### src/rtl/fram_arb_pkg.sv
// fram_arb_pkg: shared types and bank-mapping helpers
// for the feature-SRAM port-B arbiter.
package fram_arb_pkg;

  // Entries are stored at a fixed maximum width; the arbiter
  // uses the low ADDR_WIDTH / DATA_WIDTH bits.
  localparam int unsigned ARB_AW_MAX = 32;
  localparam int unsigned ARB_DW_MAX = 64;

  typedef struct packed {
    logic [ARB_AW_MAX-1:0] addr;
    logic [ARB_DW_MAX-1:0] data;
  } wq_entry_t;

  typedef enum logic [1:0] {
    RUN,
    FLUSH,
    DONE
  } arb_state_e;

  function automatic logic [ARB_AW_MAX-1:0] bank_of(
    input logic [ARB_AW_MAX-1:0] a,
    input int unsigned           bits
  );
    return a & ((ARB_AW_MAX'(1) << bits) - ARB_AW_MAX'(1));
  endfunction

  function automatic logic [ARB_AW_MAX-1:0] bankaddr_of(
    input logic [ARB_AW_MAX-1:0] a,
    input int unsigned           bits
  );
    return a >> bits;
  endfunction

endpackage

### src/rtl/fram_wq_fifo.sv
// fram_wq_fifo: circular write-back queue with head view
// and youngest-match address lookup.
module fram_wq_fifo
  import fram_arb_pkg::*;
#(
  parameter int unsigned DEPTH = 4
) (
  input  logic                    clk,
  input  logic                    rst,
  input  logic                    push,
  input  wq_entry_t               push_entry,
  input  logic                    pop,
  input  logic [ARB_AW_MAX-1:0]   look_addr,
  output wq_entry_t               head,
  output logic [$clog2(DEPTH):0]  count,
  output logic                    hit,
  output logic [ARB_DW_MAX-1:0]   hit_data
);

  localparam int unsigned PW = $clog2(DEPTH);

  wq_entry_t     mem [DEPTH];
  logic [PW-1:0] hd_q;
  logic [PW-1:0] tl_q;
  logic [PW:0]   cnt_q;
  logic [PW-1:0] idx;

  // pointers wrap naturally; count tracks occupancy
  always_ff @(posedge clk) begin
    if (rst) begin
      hd_q  <= '0;
      tl_q  <= '0;
      cnt_q <= '0;
    end else begin
      if (push) tl_q <= tl_q + 1'b1;
      if (pop)  hd_q <= hd_q + 1'b1;
      unique case ({push, pop})
        2'b10:   cnt_q <= cnt_q + 1'b1;
        2'b01:   cnt_q <= cnt_q - 1'b1;
        default: cnt_q <= cnt_q;
      endcase
    end
  end

  // storage array, no reset needed
  always_ff @(posedge clk) begin
    if (push) mem[tl_q] <= push_entry;
  end

  assign head  = mem[hd_q];
  assign count = cnt_q;

  // scan oldest to youngest so the youngest match wins
  always_comb begin
    hit      = 1'b0;
    hit_data = '0;
    idx      = '0;
    for (int i = 0; i < DEPTH; i++) begin
      idx = hd_q + PW'(i);
      if (((PW+1)'(i) < cnt_q) &&
          (mem[idx].addr == look_addr)) begin
        hit      = 1'b1;
        hit_data = mem[idx].data;
      end
    end
  end

endmodule

### src/rtl/fram_bank_arbiter.sv
// fram_bank_arbiter: feature-SRAM port-B arbiter; reads own
// the bank, write-backs queue. Option macro: FRAM_ARB_FWD_EN.
module fram_bank_arbiter
  import fram_arb_pkg::*;
#(
  parameter  int unsigned ADDR_WIDTH = 14,
  parameter  int unsigned DATA_WIDTH = 32,
  parameter  int unsigned BANK_NUM   = 4,
  parameter  int unsigned WQ_DEPTH   = 4,
  parameter  int unsigned RD_LATENCY = 1,
  localparam int unsigned BW  = $clog2(BANK_NUM),
  localparam int unsigned BAW = ADDR_WIDTH - BW
) (
  input  logic                  clk,
  input  logic                  rst,
  input  logic                  rp_en,
  input  logic [ADDR_WIDTH-1:0] rp_addr,
  output logic [DATA_WIDTH-1:0] rp_rdata,
  output logic                  rp_rvalid,
  input  logic                  wp_valid,
  input  logic [ADDR_WIDTH-1:0] wp_addr,
  input  logic [DATA_WIDTH-1:0] wp_wdata,
  output logic                  wp_ready,
  input  logic                  flush_req,
  output logic                  flush_done,
  output logic                  wq_empty,
  output logic                  proto_err,
`ifndef FRAM_ARB_FWD_EN
  output logic                  raw_hazard,
`endif
  output logic [BAW-1:0]        bram_addr  [BANK_NUM],
  output logic [DATA_WIDTH-1:0] bram_wdata [BANK_NUM],
  output logic [BANK_NUM-1:0]   bram_we,
  output logic [BANK_NUM-1:0]   bram_en,
  input  logic [DATA_WIDTH-1:0] bram_rdata [BANK_NUM]
);

  localparam int unsigned CW = $clog2(WQ_DEPTH) + 1;
  localparam int unsigned RL = RD_LATENCY;
  localparam logic [CW-1:0] QFULL = CW'(WQ_DEPTH);

  logic [ARB_AW_MAX-1:0] rd_ax;
  wq_entry_t             push_e;
  wq_entry_t             head;
  logic [CW-1:0]         count;
  logic                  wq_hit;
  logic [ARB_DW_MAX-1:0] wq_hit_data;
  logic [BW-1:0]         rd_bank;
  logic [BW-1:0]         hd_bank;
  logic [BAW-1:0]        rd_baddr;
  logic [BAW-1:0]        hd_baddr;
  logic                  rd_act;
  logic                  retire;
  logic                  push;
  arb_state_e            state;
  logic                  done_q;
  logic                  perr_q;
`ifndef FRAM_ARB_FWD_EN
  logic                  raw_q;
`endif

  logic          rv_q [RL];
  logic [BW-1:0] rb_q [RL];
`ifdef FRAM_ARB_FWD_EN
  logic                  rf_q  [RL];
  logic [DATA_WIDTH-1:0] rfd_q [RL];
`endif

  // widen the narrow ports into queue-entry form
  always_comb begin
    rd_ax = '0;
    rd_ax[ADDR_WIDTH-1:0] = rp_addr;
    push_e = '0;
    push_e.addr[ADDR_WIDTH-1:0] = wp_addr;
    push_e.data[DATA_WIDTH-1:0] = wp_wdata;
  end

  assign rd_bank  = BW'(bank_of(rd_ax, BW));
  assign rd_baddr = BAW'(bankaddr_of(rd_ax, BW));
  assign hd_bank  = BW'(bank_of(head.addr, BW));
  assign hd_baddr = BAW'(bankaddr_of(head.addr, BW));

  assign rd_act   = rp_en & ~rst;
  assign retire   = ~rst & (count != '0) &
                    (~rp_en | (hd_bank != rd_bank));
  assign wp_ready = ~rst & (count < QFULL) & (state == RUN);
  assign push     = wp_valid & wp_ready;

  fram_wq_fifo #(
    .DEPTH (WQ_DEPTH)
  ) u_wq (
    .clk        (clk),
    .rst        (rst),
    .push       (push),
    .push_entry (push_e),
    .pop        (retire),
    .look_addr  (rd_ax),
    .head       (head),
    .count      (count),
    .hit        (wq_hit),
    .hit_data   (wq_hit_data)
  );

  // read owns its bank; the head retires into any other bank
  always_comb begin
    for (int b = 0; b < BANK_NUM; b++) begin
      bram_we[b]    = retire & (hd_bank == BW'(b));
      bram_en[b]    = bram_we[b] |
                      (rd_act & (rd_bank == BW'(b)));
      bram_addr[b]  = bram_we[b] ? hd_baddr : rd_baddr;
      bram_wdata[b] = head.data[DATA_WIDTH-1:0];
    end
  end

  // read-valid shift chain, cleared by reset
  always_ff @(posedge clk) begin
    if (rst) begin
      for (int i = 0; i < RL; i++) rv_q[i] <= 1'b0;
    end else begin
      rv_q[0] <= rp_en;
      for (int i = 1; i < RL; i++) rv_q[i] <= rv_q[i-1];
    end
  end

  // bank select and forwarded word follow the BRAM latency
  always_ff @(posedge clk) begin
    rb_q[0] <= rd_bank;
    for (int i = 1; i < RL; i++) rb_q[i] <= rb_q[i-1];
`ifdef FRAM_ARB_FWD_EN
    rf_q[0]  <= wq_hit;
    rfd_q[0] <= wq_hit_data[DATA_WIDTH-1:0];
    for (int i = 1; i < RL; i++) begin
      rf_q[i]  <= rf_q[i-1];
      rfd_q[i] <= rfd_q[i-1];
    end
`endif
  end

  // return mux: BRAM word, or the forwarded queue word
  always_comb begin
    rp_rdata = '0;
    if (rv_q[RL-1] & ~rst) begin
      rp_rdata = bram_rdata[rb_q[RL-1]];
`ifdef FRAM_ARB_FWD_EN
      if (rf_q[RL-1]) rp_rdata = rfd_q[RL-1];
`endif
    end
  end

  assign rp_rvalid = rv_q[RL-1] & ~rst;

  // flush handshake FSM with sticky protocol flags
  always_ff @(posedge clk) begin
    if (rst) begin
      state  <= RUN;
      done_q <= 1'b0;
      perr_q <= 1'b0;
`ifndef FRAM_ARB_FWD_EN
      raw_q  <= 1'b0;
`endif
    end else begin
      done_q <= 1'b0;
      unique case (state)
        RUN: begin
          if (flush_req) state <= FLUSH;
        end
        FLUSH: begin
          if (wp_valid) perr_q <= 1'b1;
          if (count == '0) begin
            state  <= DONE;
            done_q <= 1'b1;
          end
        end
        DONE:    state <= RUN;
        default: state <= RUN;
      endcase
`ifndef FRAM_ARB_FWD_EN
      if (rd_act & wq_hit) raw_q <= 1'b1;
`endif
    end
  end

  assign flush_done = done_q & ~rst;
  assign proto_err  = perr_q & ~rst;
  assign wq_empty   = (count == '0) | rst;
`ifndef FRAM_ARB_FWD_EN
  assign raw_hazard = raw_q & ~rst;
`endif

endmodule

### config.mk
export PLATFORM = sky130hd
export DESIGN_NAME = fram_bank_arbiter
export DESIGN_NICKNAME = d
export VERILOG_FILES = /design/src/rtl/fram_arb_pkg.sv /design/src/rtl/fram_wq_fifo.sv /design/src/rtl/fram_bank_arbiter.sv
export SDC_FILE = /design/constraint.sdc
export NUM_CORES = 1
export LEC_CHECK = 0
export ABC_AREA = 0
export ABC_CLOCK_PERIOD_IN_PS = 4500
export BUFFER_PORTS_ARGS = -buffer_cell sky130_fd_sc_hd__buf_2
export CORE_ASPECT_RATIO = 0.75
export CORE_MARGIN = 2
export CORE_UTILIZATION = 50
export CTS_CLUSTER_SIZE = 12
export DETAILED_ROUTE_END_ITERATION = 8
export GPL_ROUTABILITY_DRIVEN = 0
export HOLD_SLACK_MARGIN = 0.15
export PLACE_DENSITY_LB_ADDON = 0.25
export SYNTH_ARGS = -nofsm -noshare
export SYNTH_HDL_FRONTEND = slang
export SYNTH_SLANG_ARGS = --single-unit
### constraint.sdc
create_clock -name clk -period 4.5 [get_ports clk]
set_clock_uncertainty 0.1 [all_clocks]
set_input_delay 0.9 -clock clk [delete_from_list [all_inputs] [get_ports clk]]
set_output_delay 0.9 -clock clk [all_outputs]
set_load 0.01 [all_outputs]
### Word level (Yosys, flattened, before mapping)

Memories as Yosys holds them, arrays and structs flattened. A register that Yosys moved wholly into a read port is not among the register bits.
Cells that the tools add are included.

* flip-flop bits (word level): 12
* memory bits (writable): 187
* word-level logic and storage cells: 107
* memories kept: 3

Memories
* u_wq.mem: words 4, width 46, read ports 4, clocked after memory_dff 1, write ports 1, RTL line fram_wq_fifo.sv:22 `wq_entry_t mem [DEPTH];`
* rb_q: words 1, width 2, read ports 1, clocked after memory_dff 0, write ports 1, RTL line fram_bank_arbiter.sv:63 `logic [BW-1:0] rb_q [RL];`
* rv_q: words 1, width 1, read ports 1, clocked after memory_dff 0, write ports 1, RTL line fram_bank_arbiter.sv:62 `logic rv_q [RL];`

* add/sub/neg operators: 6
* magnitude comparators: 6
* equality and inequality tests: 16
* muxes and demuxes: 26
* bitwise logic cells: 29
* reductions and logical operators: 14

Operators by type and width (count)
* 32-bit by 14-bit equality test with 1-bit output: 4
* 32-bit two-way mux: 3
* 32-bit binary-select mux with 2-bit select: 1
* 12-bit two-way mux: 4
* 1-bit bitwise AND: 19
* 1-bit two-way mux: 12
* 2-bit equality test, second input constant: 5
* 2-bit by 1-bit equality test with 1-bit output, second input constant: 4
* 2-bit two-way mux: 4
* 2-bit zero test: 3
* 1-bit by 3-bit < comparator with 1-bit output, first input constant: 2
* 2-bit by 3-bit < comparator with 1-bit output, first input constant: 2
* 1-bit OR: 6
* 3-bit one-hot mux with 2 select lines: 1
* 2-bit by 1-bit adder with 2-bit output, second input constant: 2
* 2-bit adder, second input constant: 2
* 1-bit logical AND: 4
* 2-bit inequality test, second input constant: 2
* 2-bit one-hot mux with 2 select lines: 1
* 2-bit AND reduction: 2
* 3-bit by 1-bit adder with 3-bit output, second input constant: 1
* 3-bit >= comparator, second input constant: 1
* 3-bit zero test: 1
* 3-bit < comparator, second input constant: 1
* other kinds (8): 10

### Logic depth before layout (Yosys ltp)

Gate-level depths: netlist of the first run.
An unclocked memory read counts as a cell.

* depth in word-level cells: 8
* mapped depth: 11

### Hierarchy

From an unflattened synthesis of the first run, not the netlist that was laid out.

* cells, all modules: 2207
* area, all modules: 28200.8 sq um

Modules (own cells, without submodules)
* fram_wq_fifo: times used 1, cells each 1931, area an instance 25403.1 sq um
* fram_bank_arbiter: times used 1, cells each 276, area an instance 2797.7 sq um

### Least setup slack after synthesis of the first run

Ideal clock, no wire load.

* kind: input-to-output
* start: in rst
* end: out bram_addr[43] (netlist name)
* arrival time: 2.654 ns
* data required time: 3.500 ns
* setup slack: 0.846 ns
* cell stages on the path: 7
* buffers on the path: 3
* path through: clkbuf_1 > or2_2 > a31oi_4 > or3b_1 > buf_2 > buf_6 > mux2_1

RTL lines
* start: declaration: RTL line fram_bank_arbiter.sv:15 `input logic rst,`
* end: declaration: RTL line fram_bank_arbiter.sv:31 `output logic [BAW-1:0] bram_addr [BANK_NUM],`

==> impl_metrics.env, run 1 <==
export IMPL_ys_warn_count=0
export IMPL_drt_pre_antenna_iters=5
export IMPL_fin_area_mm2=0.0139
export IMPL_final_cell_mix="buf_2, edfxtp_1, mux4_2"
export IMPL_final_common_cell="buf_2"
export IMPL_synth_cell_types=48
export IMPL_num_io_pins=415
export IMPL_n_fill_cell=1898
export IMPL_area_growth_pct=20.0
export IMPL_drt_iter0_markers=870
export IMPL_synth_cells=805
export IMPL_synth_edf_count=184
export IMPL_max_freq_mhz=226
export IMPL_syn_area_per_cell_um2=14.4
export IMPL_clk_latency_ps=500
export IMPL_path_max_fanout=11
export IMPL_start_util=0.507
export IMPL_start_kind="flop"
export IMPL_post_cts_buffers=0
export IMPL_outcome="finished, final reports clean"
export IMPL_rrSetupSlack_ps=1450
export IMPL_min_from="perr_q"
export IMPL_clock_sinks=201
export IMPL_cts_buffers=21
export IMPL_hold_end="perr_q"
export IMPL_finalHoldViolations=0
export IMPL_required_ps=3500
export IMPL_whs_path_depth=2
export IMPL_placedCellCount=1391
export IMPL_grt_pass1_vias=7757
export IMPL_rows=48
export IMPL_ys_flop_type="edfxtp_1"
export IMPL_die_x_um=180
export IMPL_dieArea_mm2=0.0244
export IMPL_worst_slack_ps=73.0
export IMPL_cp_arrival_ps=3430
export IMPL_cap_violations=0
export IMPL_dr_total_vias=8289
export IMPL_ys_seq_area_frac=0.506
export IMPL_fp_coreArea_mm2=0.0229
export IMPL_final_core_util=0.608
export IMPL_synthesis_area_mm2=0.0116
export IMPL_chipHeight_um=136
export IMPL_worst_setup_path_type="reg -> out"
export IMPL_crit_path_end_kind="output pin"
export IMPL_r2r_end="raw_q"
export IMPL_maxSlewViolCount=0
export IMPL_postPlaceCellArea_mm2=0.0133
export IMPL_ys_seq_elements=201
export IMPL_cts_buffer_depth=3
export IMPL_cts_tree="yes"
export IMPL_antenna_left=0
export IMPL_grt_max_degree=45
export IMPL_hold_slack_ps=374
export IMPL_wl_mm=35.6
export IMPL_clk_pin_slew_ps=60
export IMPL_setup_viol=0
export IMPL_rr_worst_depth=8
export IMPL_syn_nets=1007
export IMPL_hpwl_mm=26.8
export IMPL_cts_resized=1
export IMPL_track_usage=0.280
export IMPL_ir_drop_mv=0.282
export IMPL_tightest_slew_ps=1200
export IMPL_p_leak_nw=5.47
export IMPL_drive_gt1_frac=0.536
export IMPL_min_period_over_period=0.984
export IMPL_cts_hold_repair_buffers=0
export IMPL_antenna_found_initial=7
export IMPL_period_minus_slack_ps=4430
export IMPL_nNetsFinal=1316
export IMPL_slew_headroom=0.198
export IMPL_power_density_mw_per_mm2=479
export IMPL_synthArstFlopShare=0
export IMPL_finalPower_mw=6.67
export IMPL_grt_overflow_total=0
export IMPL_htreeDepth=1
export IMPL_hold_class="reg -> reg"
export IMPL_dp_slack_ps=519
export IMPL_remaining_drc_errors=0
export IMPL_wire_per_inst_um=24.9
export IMPL_fin_setup_tns_ps=0
export IMPL_clockRootBuffer="clkbuf_16"
export IMPL_instances_no_fill=1428
export IMPL_viasPerCell=5.80
export IMPL_grt_pass1_wl_mm=50.6
export IMPL_numPortBuffers=414
export IMPL_rsz0062_at_grt="no"
## critical path, stage by stage (launching register included)
cell	delay, ps
dfxtp_4	490
mux4_2	630
xnor2_1	210
a31oi_4	330
nand3b_1	470
buf_4	360
mux2_2	290
buf_2	140
## final cells by class
class | count | area [µm²] | area share
Sequential cell | 201 | 5870 | 0.422
Multi-Input combinational cell | 439 | 4720 | 0.340
Timing Repair Buffer | 437 | 2290 | 0.165
Clock buffer | 30 | 559 | 0.0402
Tap cell | 300 | 375 | 0.0270
Inverter | 14 | 52.6 | 0.00378
Clock inverter | 5 | 27.5 | 0.00198
Antenna cell | 2 | 5.00 | 0.000360
## cell families (layout without fill, tap and decap cells)
kind of cell | after synthesis | in the layout | share of synthesized area
flops | 201 | 201 | 0.506
mux | 183 | 183 | 0.262
buf+inv | 165 | 486 | 0.0874
simple gates | 135 | 135 | 0.0595
compound gates | 61 | 61 | 0.0373
xor+xnor | 51 | 51 | 0.0385
fa+ha+maj | 9 | 9 | 0.00971
other cells | 0 | 2 | 0
## how the worst max path moves through the flow
stage	slack, ps	endpoint	cells past startpoint
finish	70	bram_addr[34]	7
global route	20	bram_addr[33]	9
CTS	60	bram_addr[46]	6
detailed placement	520	bram_addr[44]	6
global placement	570	bram_addr[46]	6
floorplan	850	bram_addr[43]	7
## state kept, by name (all words and copies together) (netlist names), 2 cells and up, named ones only
| signal | flops |
|---|---|
| u_wq.tl_q | 2 |
| u_wq.count | 3 |
| u_wq.hd_q | 2 |
| state | 2 |
| rb_q | 2 |
| u_wq.mem | 184 |
## metal layers
layer | wire (µm) | track usage
met2 | 16700 | 0.429
met5 | 62 | 0
met4 | 494 | 0.0537
met1 | 15000 | 0.404
met3 | 3270 | 0.0798
## synth_stat cells (2+ instances only)
master     number  share of area
buf_1          12         0.0039
nor4_1          5         0.0027
nand3_1         7         0.0030
and3_1          4         0.0022
mux2_2         38          0.037
xnor2_1        20          0.015
nand2b_1        2         0.0011
ha_1            9         0.0097
buf_6           2         0.0019
mux4_2         92           0.18
inv_1          14         0.0045
clkbuf_1       26         0.0084
a211oi_1        4         0.0026
or3_1           2         0.0011
nand2_1        45          0.015
o2111ai_1       3         0.0023
o21ai_0        14         0.0060
a2bb2oi_1       2         0.0015
a22oi_1         8         0.0052
mux2_1          3         0.0029
edfxtp_1      184           0.48
nor2b_1        36          0.019
nor3_1          8         0.0035
nand3b_1        3         0.0019
a2111oi_0       2         0.0015
nand4_1         8         0.0043
o22ai_1         8         0.0043
buf_4          96          0.062
nor2_1         12         0.0039
mux2i_1        50          0.043
a221o_1         2         0.0017
buf_2          15         0.0065
a21oi_1         8         0.0035
dfxtp_1        17          0.029
xor2_1         31          0.023
## where the power goes
part	internal [mW]	switching, mW	total [mW]	leakage [nW]
clock network	0.861	0.669	1.53	0.287
logic	1.29	1.53	2.83	3.38
registers	2.15	0.156	2.31	1.81
Power figures use the tool's default switching activity.
==> inputs of run 2 (changes only) <==
--- a/config.mk
+++ b/config.mk
@@ -15,6 +15,7 @@
 export DETAILED_ROUTE_END_ITERATION = 8
 export GPL_ROUTABILITY_DRIVEN = 0
 export HOLD_SLACK_MARGIN = 0.15
+export MAX_ROUTING_LAYER = met4
 export PLACE_DENSITY_LB_ADDON = 0.25
 export SYNTH_ARGS = -nofsm -noshare
 export SYNTH_HDL_FRONTEND = slang
==> run 2 against run 1 <==
Register-to-register slack about the same; via count increased by 0.95%; global-route usage increased by 0.87 points; critical path type unchanged; largest power group unchanged.
==> impl_metrics.env, run 2 (synthesized netlist as in run 1, its figures left out) <==
export IMPL_outcome="finished, final reports clean"
export IMPL_max_stage_delay_ps=630
export IMPL_hold_class="reg -> reg"
export IMPL_power_frac_clock=0.229
export IMPL_antenna_left=0
export IMPL_tightest_slew_ps=1150
export IMPL_power_frac_comb=0.424
export IMPL_drt_iter0_markers=773
export IMPL_antenna_found_initial=7
export IMPL_grt_overflow_total=0
export IMPL_ir_drop_mv=0.282
export IMPL_slowest_stage="mux4_2"
export IMPL_die_x_um=180
export IMPL_top_register="u_wq.mem"
export IMPL_period_minus_slack_ps=4440
export IMPL_remaining_drc_errors=0
export IMPL_hpwl_mm=26.8
export IMPL_fin_area_mm2=0.0139
export IMPL_drt_pre_antenna_iters=6
export IMPL_path_max_fanout=11
export IMPL_chipHeight_um=136
export IMPL_grt_pass1_vias=7771
export IMPL_htreeDepth=1
export IMPL_cts_buffer_depth=3
export IMPL_finalHoldViolations=0
export IMPL_grt_pass1_wl_mm=50.5
export IMPL_cap_violations=0
export IMPL_p_sw_frac=0.355
export IMPL_n_fill_cell=1903
export IMPL_setup_viol=0
export IMPL_worst_path_buf_inv=2
export IMPL_numPortBuffers=414
export IMPL_cp_arrival_ps=3440
export IMPL_start_util=0.507
export IMPL_clock_sinks=201
export IMPL_p_seq_frac=0.346
export IMPL_final_common_cell="buf_2"
export IMPL_postPlaceCellArea_mm2=0.0133
export IMPL_rrSetupSlack_ps=1440
export IMPL_clockRootBuffer="clkbuf_16"
export IMPL_final_cell_mix="buf_2, edfxtp_1, mux4_2"
export IMPL_min_period_over_period=0.987
export IMPL_grt_max_degree=45
export IMPL_cts_buffers=21
export IMPL_whs_path_depth=2
export IMPL_required_ps=3500
export IMPL_rows=48
export IMPL_worst_path_stages=7
export IMPL_track_usage=0.288
export IMPL_nNetsFinal=1316
export IMPL_slew_headroom=0.234
export IMPL_clk_latency_ps=500
export IMPL_wire_per_inst_um=25.0
export IMPL_start_kind="flop"
export IMPL_power_density_mw_per_mm2=479
export IMPL_fp_coreArea_mm2=0.0229
export IMPL_crit_path_end_kind="output pin"
export IMPL_rsz0062_at_grt="no"
export IMPL_worst_setup_path_type="reg -> out"
export IMPL_wl_mm=35.8
export IMPL_dieArea_mm2=0.0244
export IMPL_p_leak_nw=5.47
export IMPL_clk_pin_slew_ps=60
export IMPL_area_growth_pct=20.1
export IMPL_rr_worst_depth=8
export IMPL_dr_total_vias=8368
export IMPL_path_cells="mux4_2 -> xnor2_1 -> a31oi_4 -> nand3b_1 -> buf_4 -> mux2_2 -> buf_2"
export IMPL_power_switching_mw=2.37
export IMPL_fin_setup_tns_ps=0
export IMPL_maxSlewViolCount=0
export IMPL_viasPerCell=5.84
export IMPL_num_io_pins=415
export IMPL_drive_gt1_frac=0.536
export IMPL_largest_reg_flops=184
export IMPL_cts_tree="yes"
export IMPL_p_int_mw=4.31
export IMPL_critical_path_top_delay_family="multiplexers"
export IMPL_max_freq_mhz=225
## run 2: cell count changes in the layout (fill, tap and decap cells not counted)
| cell | delta |
|---|---|
| diode_2 | +6 |
## run 2: final cells by class
type | instances | area [µm²] | share of cell area
flip-flops and latches | 201 | 5870 | 0.422
multi-input cells | 439 | 4720 | 0.339
repair buffers | 437 | 2290 | 0.165
clock buffers | 30 | 559 | 0.0402
well taps | 300 | 375 | 0.0270
inverters | 14 | 52.6 | 0.00377
clock inverters | 5 | 27.5 | 0.00198
diodes | 8 | 20.0 | 0.00144
## run 2: worst paths after layout
check / start / endpoint
hold / removal: perr_q / perr_q
setup reg to reg: flop / raw_q
hold reg to reg: perr_q / perr_q
setup / recovery: flop / bram_addr[34]
## run 2: tightest hold or removal path: cells and delay by family (launching register included)
family / cells / cell delay, ps
flip-flops: 1 / 330
AO/OA/AOI/OAI: 1 / 40
AND/OR/NAND/NOR: 1 / 70
## run 2: timing repair
action / in CTS / in global routing
resized for setup: 1 / 1
buffers inserted: 0 / 0
endpoints found under the setup margin: 3 / 6
endpoints found under the hold margin: 0 / 0
hold buffers: 0 / 0
pin swaps: 0 / 0
## run 2: power groups by stage
stage	Sequential [mW]	Combinational, mW	Clock, mW
global route	2.33	3.01	1.64
global placement	2.34	2.80	0
CTS	2.31	2.83	1.56
detailed placement	2.35	2.82	0
floorplan	2.23	2.31	0
finish	2.31	2.83	1.53
## run 2: through the flow
step | power [mW] | worst slack, ps | cells | hold slack [ps] | utilization
global placement | 5.14 | 566 | 1391 | 351 | 0.582
CTS | 6.70 | 55.4 | 1426 | 376 | 0.608
floorplan | 4.54 | 846 | 805 | 329 | -
finish | 6.67 | 57.3 | 1434 | 374 | 0.609
detailed placement | 5.17 | 519 | 1391 | 360 | 0.582
global route | 6.98 | 23.4 | 1433 | 434 | 0.608
## run 2: per-layer routing
layer / global-route usage / vias to the layer above / share of wire
met3: 0.0771 / 55 / 0.093
met1: 0.407 / 4195 / 0.43
met2: 0.427 / 485 / 0.46
met5: - / - / 0
met4: 0.0560 / 0 / 0.017
li1: - / 3633 / -
